`config.mk`:
```
export PLATFORM = sky130hd
export DESIGN_NAME = sme_add_arbiter_flat
export DESIGN_NICKNAME = d
export VERILOG_FILES = /design/src/rtl/sme_add_arbiter_if.sv /design/src/rtl/sme_add_arbiter.sv /design/src/flat_wrapper.sv
export SDC_FILE = /design/constraint.sdc
export NUM_CORES = 1
export LEC_CHECK = 0
export BUFFER_PORTS_ARGS = -buffer_cell sky130_fd_sc_hd__buf_2
export CAP_MARGIN = 0
export CORE_AREA = 2 2 454 456
export CTS_CLUSTER_DIAMETER = 40
export CTS_CLUSTER_SIZE = 12
export DETAILED_ROUTE_END_ITERATION = 8
export DIE_AREA = 0 0 456 458
export GPL_ROUTABILITY_DRIVEN = 0
export GPL_TIMING_DRIVEN = 0
export PLACE_DENSITY = 0.32
export SLEW_MARGIN = 5
export SYNTH_ARGS = -nofsm -noshare
export SYNTH_HDL_FRONTEND = slang
export SYNTH_SLANG_ARGS = --single-unit
```
`constraint.sdc`:
```
create_clock -name g_clk -period 4.1 [get_ports g_clk]
set_input_delay 1.025 -clock g_clk [delete_from_list [all_inputs] [get_ports g_clk]]
set_output_delay 1.025 -clock g_clk [all_outputs]
set_load 0.01 [all_outputs]
```
`src/rtl/sme_add_arbiter_if.sv`:
```
// Bus bundle for sme_add_arbiter: two requesters, the randomness source and the shared
// masked adder. The arbiter takes the slave view, the surrounding system the master view.
interface sme_add_arbiter_if #(
    parameter int D = 3,
    parameter int N = 32,
    parameter int G = D + D * (D - 1) / 2
);
    logic             req0_valid;
    logic             req0_ready;
    logic             req0_sub;
    logic [N*D-1:0]   req0_mxor;
    logic [N*D-1:0]   req0_mand;
    logic             rsp0_valid;
    logic             rsp0_ready;

    logic             req1_valid;
    logic             req1_ready;
    logic             req1_sub;
    logic [N*D-1:0]   req1_mxor;
    logic [N*D-1:0]   req1_mand;
    logic             rsp1_valid;
    logic             rsp1_ready;

    logic [N*D-1:0]   rsp_rd;

    logic             rng_valid;
    logic [N*G-1:0]   rng_data;
    logic             rng_take;

    logic             add_en;
    logic             add_sub;
    logic [N*D-1:0]   add_mxor;
    logic [N*D-1:0]   add_mand;
    logic [N*G-1:0]   add_rng;
    logic [N*D-1:0]   add_rd;
    logic             add_rdy;

    modport slave (
        input  req0_valid, req0_sub, req0_mxor, req0_mand, rsp0_ready,
        input  req1_valid, req1_sub, req1_mxor, req1_mand, rsp1_ready,
        input  rng_valid, rng_data, add_rd, add_rdy,
        output req0_ready, rsp0_valid, req1_ready, rsp1_valid, rsp_rd,
        output rng_take, add_en, add_sub, add_mxor, add_mand, add_rng
    );

    modport master (
        output req0_valid, req0_sub, req0_mxor, req0_mand, rsp0_ready,
        output req1_valid, req1_sub, req1_mxor, req1_mand, rsp1_ready,
        output rng_valid, rng_data, add_rd, add_rdy,
        input  req0_ready, rsp0_valid, req1_ready, rsp1_valid, rsp_rd,
        input  rng_take, add_en, add_sub, add_mxor, add_mand, add_rng
    );
endinterface

```
`src/rtl/sme_add_arbiter.sv`:
```
// Round-robin arbiter sharing one masked add/sub unit between two requesters.
// Optional SME_ARB_ZEROISE_EN clears operand/rng/result registers after each response handoff.
module sme_add_arbiter #(
    parameter int D = 3,
    parameter int N = 32,
    parameter int G = D + D * (D - 1) / 2
) (
    input  logic              g_clk,
    input  logic              g_resetn,
    sme_add_arbiter_if.slave  bus
);
    typedef enum logic [1:0] {
        IDLE = 2'd0,
        RUN  = 2'd1,
        RESP = 2'd2
    } state_t;

    state_t           r_state;
    state_t           w_state_next;

    logic             r_owner;
    logic             r_last;
    logic             r_sub;
    logic [N*D-1:0]   r_mxor;
    logic [N*D-1:0]   r_mand;
    logic [N*G-1:0]   r_rng;
    logic [N*D-1:0]   r_res;

    logic             w_grant0;
    logic             w_grant1;
    logic             w_accept;
    logic             w_rsp_ready;
    logic             w_handoff;
    logic             w_sel_sub;
    logic [N*D-1:0]   w_sel_mxor;
    logic [N*D-1:0]   w_sel_mand;

    assign w_accept    = w_grant0 | w_grant1;
    assign w_rsp_ready = r_owner ? bus.rsp1_ready : bus.rsp0_ready;
    assign w_handoff   = (r_state == RESP) && w_rsp_ready;
    assign w_sel_sub   = w_grant1 ? bus.req1_sub : bus.req0_sub;

    for (genvar gi = 0; gi < D; gi++) begin : g_share_sel
        assign w_sel_mxor[gi*N +: N] = w_grant1 ? bus.req1_mxor[gi*N +: N] : bus.req0_mxor[gi*N +: N];
        assign w_sel_mand[gi*N +: N] = w_grant1 ? bus.req1_mand[gi*N +: N] : bus.req0_mand[gi*N +: N];
    end

    always_ff @(posedge g_clk or negedge g_resetn) begin
        if (!g_resetn) begin
            r_state <= IDLE;
        end else begin
            r_state <= w_state_next;
        end
    end

    // r_last names the requester served most recently; on a tie the other one wins.
    always_comb begin
        w_state_next = r_state;
        w_grant0     = 1'b0;
        w_grant1     = 1'b0;
        case (r_state)
            IDLE: begin
                if (bus.rng_valid) begin
                    if (bus.req0_valid && bus.req1_valid) begin
                        w_grant0 = r_last;
                        w_grant1 = !r_last;
                    end else begin
                        w_grant0 = bus.req0_valid;
                        w_grant1 = bus.req1_valid;
                    end
                end
                if (w_grant0 || w_grant1) begin
                    w_state_next = RUN;
                end
            end
            RUN: begin
                if (bus.add_rdy) begin
                    w_state_next = RESP;
                end
            end
            RESP: begin
                if (w_rsp_ready) begin
                    w_state_next = IDLE;
                end
            end
            default: w_state_next = IDLE;
        endcase
    end

    assign bus.req0_ready = w_grant0;
    assign bus.req1_ready = w_grant1;
    assign bus.rng_take   = w_accept;
    assign bus.add_en     = (r_state == RUN);
    assign bus.add_sub    = r_sub;
    assign bus.add_mxor   = r_mxor;
    assign bus.add_mand   = r_mand;
    assign bus.add_rng    = r_rng;
    assign bus.rsp0_valid = (r_state == RESP) && !r_owner;
    assign bus.rsp1_valid = (r_state == RESP) && r_owner;
    assign bus.rsp_rd     = r_res;

    always_ff @(posedge g_clk or negedge g_resetn) begin
        if (!g_resetn) begin
            r_owner <= 1'b0;
            r_last  <= 1'b1;
            r_sub   <= 1'b0;
            r_mxor  <= '0;
            r_mand  <= '0;
            r_rng   <= '0;
            r_res   <= '0;
        end else begin
            if (w_accept) begin
                r_owner <= w_grant1;
                r_sub   <= w_sel_sub;
                r_mxor  <= w_sel_mxor;
                r_mand  <= w_sel_mand;
                r_rng   <= bus.rng_data;
            end
            // A done pulse outside RUN belongs to nobody and is dropped.
            if ((r_state == RUN) && bus.add_rdy) begin
                r_res  <= bus.add_rd;
                r_last <= r_owner;
            end
`ifdef SME_ARB_ZEROISE_EN
            if (w_handoff) begin
                r_sub  <= 1'b0;
                r_mxor <= '0;
                r_mand <= '0;
                r_rng  <= '0;
                r_res  <= '0;
            end
`else
            if (w_handoff) begin
                r_sub <= r_sub;
            end
`endif
        end
    end
endmodule

```
`src/flat_wrapper.sv`:
```
// flat-port wrapper written by rule: the top's interface ports become plain ports
module sme_add_arbiter_flat 
#(
    parameter int D = 3,
    parameter int N = 32,
    parameter int G = D + D * (D - 1) / 2
)
  (g_clk, g_resetn, bus_req0_valid, bus_req0_sub, bus_req0_mxor, bus_req0_mand, bus_rsp0_ready, bus_req1_valid, bus_req1_sub, bus_req1_mxor, bus_req1_mand, bus_rsp1_ready, bus_rng_valid, bus_rng_data, bus_add_rd, bus_add_rdy, bus_req0_ready, bus_rsp0_valid, bus_req1_ready, bus_rsp1_valid, bus_rsp_rd, bus_rng_take, bus_add_en, bus_add_sub, bus_add_mxor, bus_add_mand, bus_add_rng);
  sme_add_arbiter_if #(.D(D), .N(N), .G(G)) bus_i ();
  input  logic g_clk;
  input  logic g_resetn;
  input wire logic [$bits(bus_i.req0_valid)-1:0] bus_req0_valid;
  input wire logic [$bits(bus_i.req0_sub)-1:0] bus_req0_sub;
  input wire logic [$bits(bus_i.req0_mxor)-1:0] bus_req0_mxor;
  input wire logic [$bits(bus_i.req0_mand)-1:0] bus_req0_mand;
  input wire logic [$bits(bus_i.rsp0_ready)-1:0] bus_rsp0_ready;
  input wire logic [$bits(bus_i.req1_valid)-1:0] bus_req1_valid;
  input wire logic [$bits(bus_i.req1_sub)-1:0] bus_req1_sub;
  input wire logic [$bits(bus_i.req1_mxor)-1:0] bus_req1_mxor;
  input wire logic [$bits(bus_i.req1_mand)-1:0] bus_req1_mand;
  input wire logic [$bits(bus_i.rsp1_ready)-1:0] bus_rsp1_ready;
  input wire logic [$bits(bus_i.rng_valid)-1:0] bus_rng_valid;
  input wire logic [$bits(bus_i.rng_data)-1:0] bus_rng_data;
  input wire logic [$bits(bus_i.add_rd)-1:0] bus_add_rd;
  input wire logic [$bits(bus_i.add_rdy)-1:0] bus_add_rdy;
  output wire logic [$bits(bus_i.req0_ready)-1:0] bus_req0_ready;
  output wire logic [$bits(bus_i.rsp0_valid)-1:0] bus_rsp0_valid;
  output wire logic [$bits(bus_i.req1_ready)-1:0] bus_req1_ready;
  output wire logic [$bits(bus_i.rsp1_valid)-1:0] bus_rsp1_valid;
  output wire logic [$bits(bus_i.rsp_rd)-1:0] bus_rsp_rd;
  output wire logic [$bits(bus_i.rng_take)-1:0] bus_rng_take;
  output wire logic [$bits(bus_i.add_en)-1:0] bus_add_en;
  output wire logic [$bits(bus_i.add_sub)-1:0] bus_add_sub;
  output wire logic [$bits(bus_i.add_mxor)-1:0] bus_add_mxor;
  output wire logic [$bits(bus_i.add_mand)-1:0] bus_add_mand;
  output wire logic [$bits(bus_i.add_rng)-1:0] bus_add_rng;
  assign bus_i.req0_valid = bus_req0_valid;
  assign bus_i.req0_sub = bus_req0_sub;
  assign bus_i.req0_mxor = bus_req0_mxor;
  assign bus_i.req0_mand = bus_req0_mand;
  assign bus_i.rsp0_ready = bus_rsp0_ready;
  assign bus_i.req1_valid = bus_req1_valid;
  assign bus_i.req1_sub = bus_req1_sub;
  assign bus_i.req1_mxor = bus_req1_mxor;
  assign bus_i.req1_mand = bus_req1_mand;
  assign bus_i.rsp1_ready = bus_rsp1_ready;
  assign bus_i.rng_valid = bus_rng_valid;
  assign bus_i.rng_data = bus_rng_data;
  assign bus_i.add_rd = bus_add_rd;
  assign bus_i.add_rdy = bus_add_rdy;
  assign bus_req0_ready = bus_i.req0_ready;
  assign bus_rsp0_valid = bus_i.rsp0_valid;
  assign bus_req1_ready = bus_i.req1_ready;
  assign bus_rsp1_valid = bus_i.rsp1_valid;
  assign bus_rsp_rd = bus_i.rsp_rd;
  assign bus_rng_take = bus_i.rng_take;
  assign bus_add_en = bus_i.add_en;
  assign bus_add_sub = bus_i.add_sub;
  assign bus_add_mxor = bus_i.add_mxor;
  assign bus_add_mand = bus_i.add_mand;
  assign bus_add_rng = bus_i.add_rng;
  sme_add_arbiter #(.D(D), .N(N), .G(G)) u_core (.g_clk(g_clk), .g_resetn(g_resetn), .bus(bus_i));
endmodule
```
==> flow_metrics.env, run 1 <==
export IMPL_finalCriticalPeriod_ns=3.82
export IMPL_drtAntennaViolNets=0
export IMPL_synthArstFlopShare_pct=100
export IMPL_pin_count=1169
export IMPL_core_area_um2=204000
export IMPL_drc_errors=0
export IMPL_fillers=22808
export IMPL_timing_rr_end="u_core.bus.add_mxor[1]$_DFFE_PN0P_"
export IMPL_crit_fanout=19
export IMPL_avgSynthCellArea_um2=13.5
export IMPL_post_drt_wl_per_cell_um=27.2
export IMPL_cts_htree_levels=4
export IMPL_synth_edff_count=0
export IMPL_max_clock_path_buffers=3
export IMPL_slew_headroom_pct=15.9
export IMPL_clk_latency_ns=0.78
export IMPL_fmax_mhz=261
export IMPL_post_route_period_util_pct=93.3
export IMPL_numCtsBuffers=133
export IMPL_drt_vias_per_instance=3.62
export IMPL_crit_path_start_kind="register"
export IMPL_synth_area_leaders="dfrtp_1 (58%), mux2_2 (9.9%), a2bb2oi_1 (8.1%)"
export IMPL_maxCapViolCount=0
export IMPL_maxSlewViolCount=0
export IMPL_critPathRequiredTime_ns=3.07
export IMPL_nets=3546
export IMPL_final_util_pct=17.1
export IMPL_dieHeight_um=458
export IMPL_synth_area_leader_cell="dfrtp_1"
export IMPL_synthesis_nets=2236
export IMPL_netlist_area_um2=21000
export IMPL_grt_use_total_pct=14.3
export IMPL_clk_pin_slew_ns=0.05
export IMPL_syn_inst=1554
export IMPL_power_leakage_nw=15.2
export IMPL_synth_largest_type_area_fraction_pct=57.8
export IMPL_tritoncts="built"
export IMPL_numPortBuffers=1168
export IMPL_grt_pass1_vias=21128
export IMPL_ys_warn_count=0
export IMPL_dr_first_iter_drc_count=1365
export IMPL_clock_skew_ns=0.0329
export IMPL_irDropWorstVdd_mv=0.392
export IMPL_outcome="finished, final reports clean"
export IMPL_synth_common_cells="dfrtp_1 (484), a211oi_1 (193), a2bb2oi_1 (193), o31ai_1 (193), mux2_2 (184)"
export IMPL_grt_max_degree=99
export IMPL_finalSetupViolations=0
export IMPL_worstMarginPinSlew_ns=1.26
export IMPL_antenna_found_initial=99
export IMPL_initial_core_util_pct=10.3
export IMPL_drive_gt1_share_pct=55.5
export IMPL_rsz0062_at_grt="false"
export IMPL_hold_class="in -> async"
export IMPL_crit_path_end_kind="output port"
export IMPL_wirelength_um=155000
export IMPL_hpwl_um=128000
export IMPL_grt_first_pass_wirelength_um=202000
export IMPL_ys_types=29
export IMPL_synth_seq_cells=485
export IMPL_grt_ovfl_total=0
export IMPL_hold_viol_final=0
export IMPL_powerDensity_nw_per_um2=866
export IMPL_path_class="reg -> out"
export IMPL_rr_worst_depth=6
export IMPL_clockRootBuffer="clkbuf_16"
export IMPL_r2r_slack_ns=0.71
export IMPL_syn2layout_area_growth_pct=66.7
export IMPL_hold_buffers=0
export IMPL_setup_tns_ns=0
export IMPL_first_pass_iters=5
export IMPL_synthFlopType="dfrtp_1"
export IMPL_ys_seq_area_share_pct=57.9
export IMPL_yosysMostFrequentCell="dfrtp_1"
export IMPL_die_area_um2=209000
export IMPL_clock_sinks=485
export IMPL_r2r_start="u_core.r_state[0]$_DFFE_PN0P_"
export IMPL_via_count=20604
export IMPL_die_w_um=456
export IMPL_arrival_ns=2.80
export IMPL_rows=166
==> power by group <==
| group | switching [mW] | internal (mW) | total (mW) |
|---|---|---|---|
| Clock | 3.56 | 6.83 | 10.4 |
| Sequential | 1.52 | 7.18 | 8.71 |
| Combinational | 6.62 | 4.55 | 11.2 |
==> sequential cells by signal (all words and copies together), names as in the netlist <==
signal / flops
u_core.bus.add_mxor: 96
u_core.bus.rsp_rd: 96
u_core.bus.add_mand: 96
u_core.r_state: 2
u_core.bus.add_sub: 1
u_core.bus.add_rng: 192
u_core.r_owner: 1
u_core.r_last: 1
==> how the worst max path moves through the flow <==
stage / slack [ns] / startpoint / endpoint / depth (start not counted)
after CTS: 0.09 / u_core.r_last$_DFFE_PN1P_ / bus_req1_ready / 5
after global placement: -10.38 / g_resetn / u_core.bus.add_mxor[72]$_DFFE_PN0P_ / 1
after global routing: 0.11 / u_core.r_state[0]$_DFFE_PN0P_ / bus_rng_take / 5
final: 0.28 / u_core.r_state[0]$_DFFE_PN0P_ / bus_rng_take / 5
after floorplan: 0.97 / bus_rng_valid / bus_req1_ready / 4
after detailed placement: -0.18 / bus_rng_valid / bus_rng_take / 7
==> layout make-up <==
class                           count  area [um2]  area share (%)
Sequential cell                   485       12100            34.7
Multi-Input combinational cell    886        7990            22.9
Timing Repair Buffer             1177        6020            17.2
Antenna cell                       31        77.6           0.222
Buffer                            178         836            2.39
Inverter                            3        11.3          0.0322
Clock inverter                     55         676            1.93
Tap cell                         2688        3360            9.63
Clock buffer                      186        3820            10.9
==> worst max-delay path, cell delays in order (launching register included) <==
cell	delay, ns
dfrtp_1	0.48
or3b_1	0.40
buf_2	0.38
nor2_8	0.22
buf_6	0.29
buf_2	0.25
==> repair_timing <==
action / 4_1_cts / 5_1_grt
setup buffers: 1 / 0
setup endpoints to repair: 2 / 0
resized for setup: 3 / 0
==> per-stage QoR <==
stage | area (um2) | setup WS [ns] | power (mW) | hold WS, ns | std cells
after global routing | 34900 | 0.106 | 31.8 | 0.171 | 5675
after CTS | 34900 | 0.0878 | 30.9 | 0.152 | 5658
final | 34900 | 0.276 | 30.3 | 0.203 | 5689
after floorplan | 21000 | 0.973 | 13.8 | 0.501 | 1554
after detailed placement | 30400 | -0.177 | 20.2 | 0.469 | 5418
after global placement | 30200 | -10.38 | 20.2 | 0.464 | 5410
==> metal layers <==
layer	GRT usage, %	share of wire, %	vias up	routed length (um)
met5	0	0.10	-	161
met4	4.08	2.7	26	4110
met3	4.18	6.6	297	10300
met2	24.9	50	1067	78000
met1	16.9	40	10364	62200
li1	-	-	8850	-
==> cell usage in the layout, fill, tap and decap left out, drive strengths merged <==
master	instances
a21oi	1
and2	1
o31ai	193
nor2	3
nand2	2
clkbuf	293
nor2b	1
o21ai	1
dfstp	1
diode	31
and3b	1
clkinv	38
mux2	289
nor3b	1
a211oi	193
clkinvlp	10
a21boi	1
or3b	1
mux2i	1
inv	5
a21o	2
nand3	1
a2bb2oi	193
buf	1248
nor3	1
dfrtp	484
bufinv	5
==> cell families (layout without fill, tap and decap cells) <==
kind of cell    count (synthesis)  count (layout)  share of synthesized area [%]
flops                         485             485                           57.9
compound gates                584             584                           22.1
other cells                     0              31                              0
simple gates                   12              12                          0.394
mux                           290             290                           15.6
buf+inv                       183            1599                           4.05
No activity file was read; power rests on OpenSTA's default activity.
==> inputs of run 2 (changes only) <==
==> constraint.sdc (replaced) <==
create_clock -name g_clk -period 4.1 [get_ports g_clk]
set_input_delay 0.615 -clock g_clk [delete_from_list [all_inputs] [get_ports g_clk]]
set_output_delay 0.615 -clock g_clk [all_outputs]
set_load 0.01 [all_outputs]
==> run 2 against run 1 <==
  * Wire length is 0.24% higher
  * Non-clock buffer count rose by 89
  * Power rose by 0.17%
  * Critical path type unchanged
  * Largest cell class unchanged
  * Largest power group unchanged
==> flow_metrics.env, run 2 (same netlist as run 1, synthesis figures left out) <==
export IMPL_outcome="finished, final reports clean"
export IMPL_slew_headroom_pct=22.3
export IMPL_arrival_ns=3.16
export IMPL_setup_tns_ns=0
export IMPL_drt_vias_per_instance=3.62
export IMPL_dr_first_iter_drc_count=1417
export IMPL_hpwl_um=128000
export IMPL_numCtsBuffers=133
export IMPL_worstMarginPinSlew_ns=1.17
export IMPL_largest_register_ffs=192
export IMPL_critPathRequiredTime_ns=3.48
export IMPL_dieHeight_um=458
export IMPL_drc_errors=0
export IMPL_syn2layout_area_growth_pct=70.9
export IMPL_grt_most_used_layer="met2"
export IMPL_critical_path_cell_chain="or3b_1, buf_2, clkbuf_1, nor3_1, buf_2"
export IMPL_cp_slowest_cell="nor3_1"
export IMPL_rsz0062_at_grt="false"
export IMPL_finalCriticalPeriod_ns=3.77
export IMPL_fmax_mhz=265
export IMPL_rows=166
export IMPL_clk_pin_slew_ns=0.05
export IMPL_crit_fanout=10
export IMPL_antenna_found_initial=101
export IMPL_irDropWorstVdd_mv=0.377
export IMPL_drive_gt1_share_pct=53.8
export IMPL_grt_max_degree=99
export IMPL_nets=3635
export IMPL_most_common_layout_cells="buf_2 (1211), dfrtp_1 (484), a2bb2oi_1 (193)"
export IMPL_initial_core_util_pct=10.3
export IMPL_grt_first_pass_wirelength_um=204000
export IMPL_clock_sinks=485
export IMPL_first_pass_iters=5
export IMPL_use_met3_pct=4.14
export IMPL_placedCellCount=5418
export IMPL_ctsResizeCount=0
export IMPL_maxCapViolCount=0
export IMPL_crit_top_cell="buf_2"
export IMPL_critPathMaxStageDelay_ns=0.54
export IMPL_power_leakage_nw=15.5
export IMPL_max_clock_path_buffers=3
export IMPL_hold_end="u_core.bus.add_rng[137]$_DFFE_PN0P_"
export IMPL_post_route_period_util_pct=92.0
export IMPL_r2r_start="u_core.r_state[0]$_DFFE_PN0P_"
export IMPL_crit_path_start_kind="register"
export IMPL_core_area_um2=204000
export IMPL_cts_htree_levels=4
export IMPL_final_cells=5784
export IMPL_pin_count=1169
export IMPL_path_class="reg -> out"
export IMPL_post_drt_wl_per_cell_um=26.8
export IMPL_crit_path_end_kind="output port"
export IMPL_grt_use_total_pct=14.4
export IMPL_clock_skew_ns=0.0334
export IMPL_worstHoldStart="bus_rng_data[137]"
export IMPL_numPortBuffers=1168
export IMPL_gr_usage_met1_pct=17.0
export IMPL_hold_class="in -> reg"
export IMPL_drtAntennaViolNets=0
export IMPL_via_count=20930
export IMPL_holdPathStages=2
export IMPL_timing_rr_end="u_core.bus.add_mxor[1]$_DFFE_PN0P_"
export IMPL_grt_pass1_vias=21620
export IMPL_die_w_um=456
export IMPL_hold_viol_final=0
export IMPL_rr_worst_depth=6
export IMPL_maxSlewViolCount=0
export IMPL_die_area_um2=209000
export IMPL_clockRootBuffer="clkbuf_16"
export IMPL_grtUsageMet2_pct=25.1
export IMPL_clk_latency_ns=0.77
export IMPL_grt_ovfl_total=0
export IMPL_powerDensity_nw_per_um2=846
export IMPL_tritoncts="built"
export IMPL_layout_commonest_cell="buf_2"
export IMPL_wirelength_um=155000
export IMPL_r2r_slack_ns=0.91
export IMPL_finalSetupViolations=0
export IMPL_fillers=22774
==> run 2: how the worst max path moves through the flow <==
stage | start | to | cells after the start
after floorplan | bus_rng_valid | bus_req1_ready | 4
after global placement | g_resetn | u_core.bus.add_mxor[72]$_DFFE_PN0P_ | 1
after detailed placement | bus_req1_valid | u_core.bus.add_mand[35]$_DFFE_PN0P_ | 6
after CTS | u_core.r_last$_DFFE_PN1P_ | bus_req1_ready | 5
after global routing | u_core.r_state[0]$_DFFE_PN0P_ | bus_req1_ready | 5
final | u_core.r_state[0]$_DFFE_PN0P_ | bus_req1_ready | 5
==> run 2: critical path: cells and delay by family (launching register included) <==
kind	cells	cell delay, ns
simple gates	2	0.94
buf+inv	3	0.98
flops	1	0.48
==> run 2: cell type report <==
cell class	count	area, um2	share of cell area, %
Sequential cell	485	12100	33.9
Multi-Input combinational cell	886	7980	22.3
Timing Repair Buffer	1264	6890	19.2
Clock buffer	186	3820	10.7
Tap cell	2688	3360	9.39
Buffer	180	843	2.35
Clock inverter	55	676	1.89
Antenna cell	37	92.6	0.258
Inverter	3	11.3	0.0314
==> run 2: what timing repair did <==
action,4_1_cts,5_1_grt
hold endpoints to repair,146,0
buffers inserted,1,0
hold buffers,87,0
endpoints found under the setup margin,1,0
==> run 2: through the flow <==
stage / utilization (%) / area [um2] / setup WS [ns] / power [mW] / hold WS [ns]
after floorplan: - / 21000 / 1.79 / 13.8 / 0.319
after global placement: 14.8 / 30200 / -9.97 / 20.2 / 0.464
after detailed placement: 14.9 / 30400 / 0.442 / 20.2 / 0.469
after CTS: 17.5 / 35700 / 0.0471 / 31.0 / 0.0000194
after global routing: 17.6 / 35800 / 0.0826 / 31.9 / 0.0154
final: 17.6 / 35800 / 0.328 / 30.3 / 0.0821
==> run 2: per-layer routing <==
metal  routed length, um  share of wire (%)
met2               78600                 51
met1               62300                 40
met5                 158               0.10
met3               10000                6.5
met4                4010                2.6
==> run 2: power by group <==
part / internal, mW / switching, mW / leakage (nW)
sequential: 7.18 / 1.53 / 5.50
combinational: 4.61 / 6.62 / 7.85
clock: 6.83 / 3.55 / 2.18
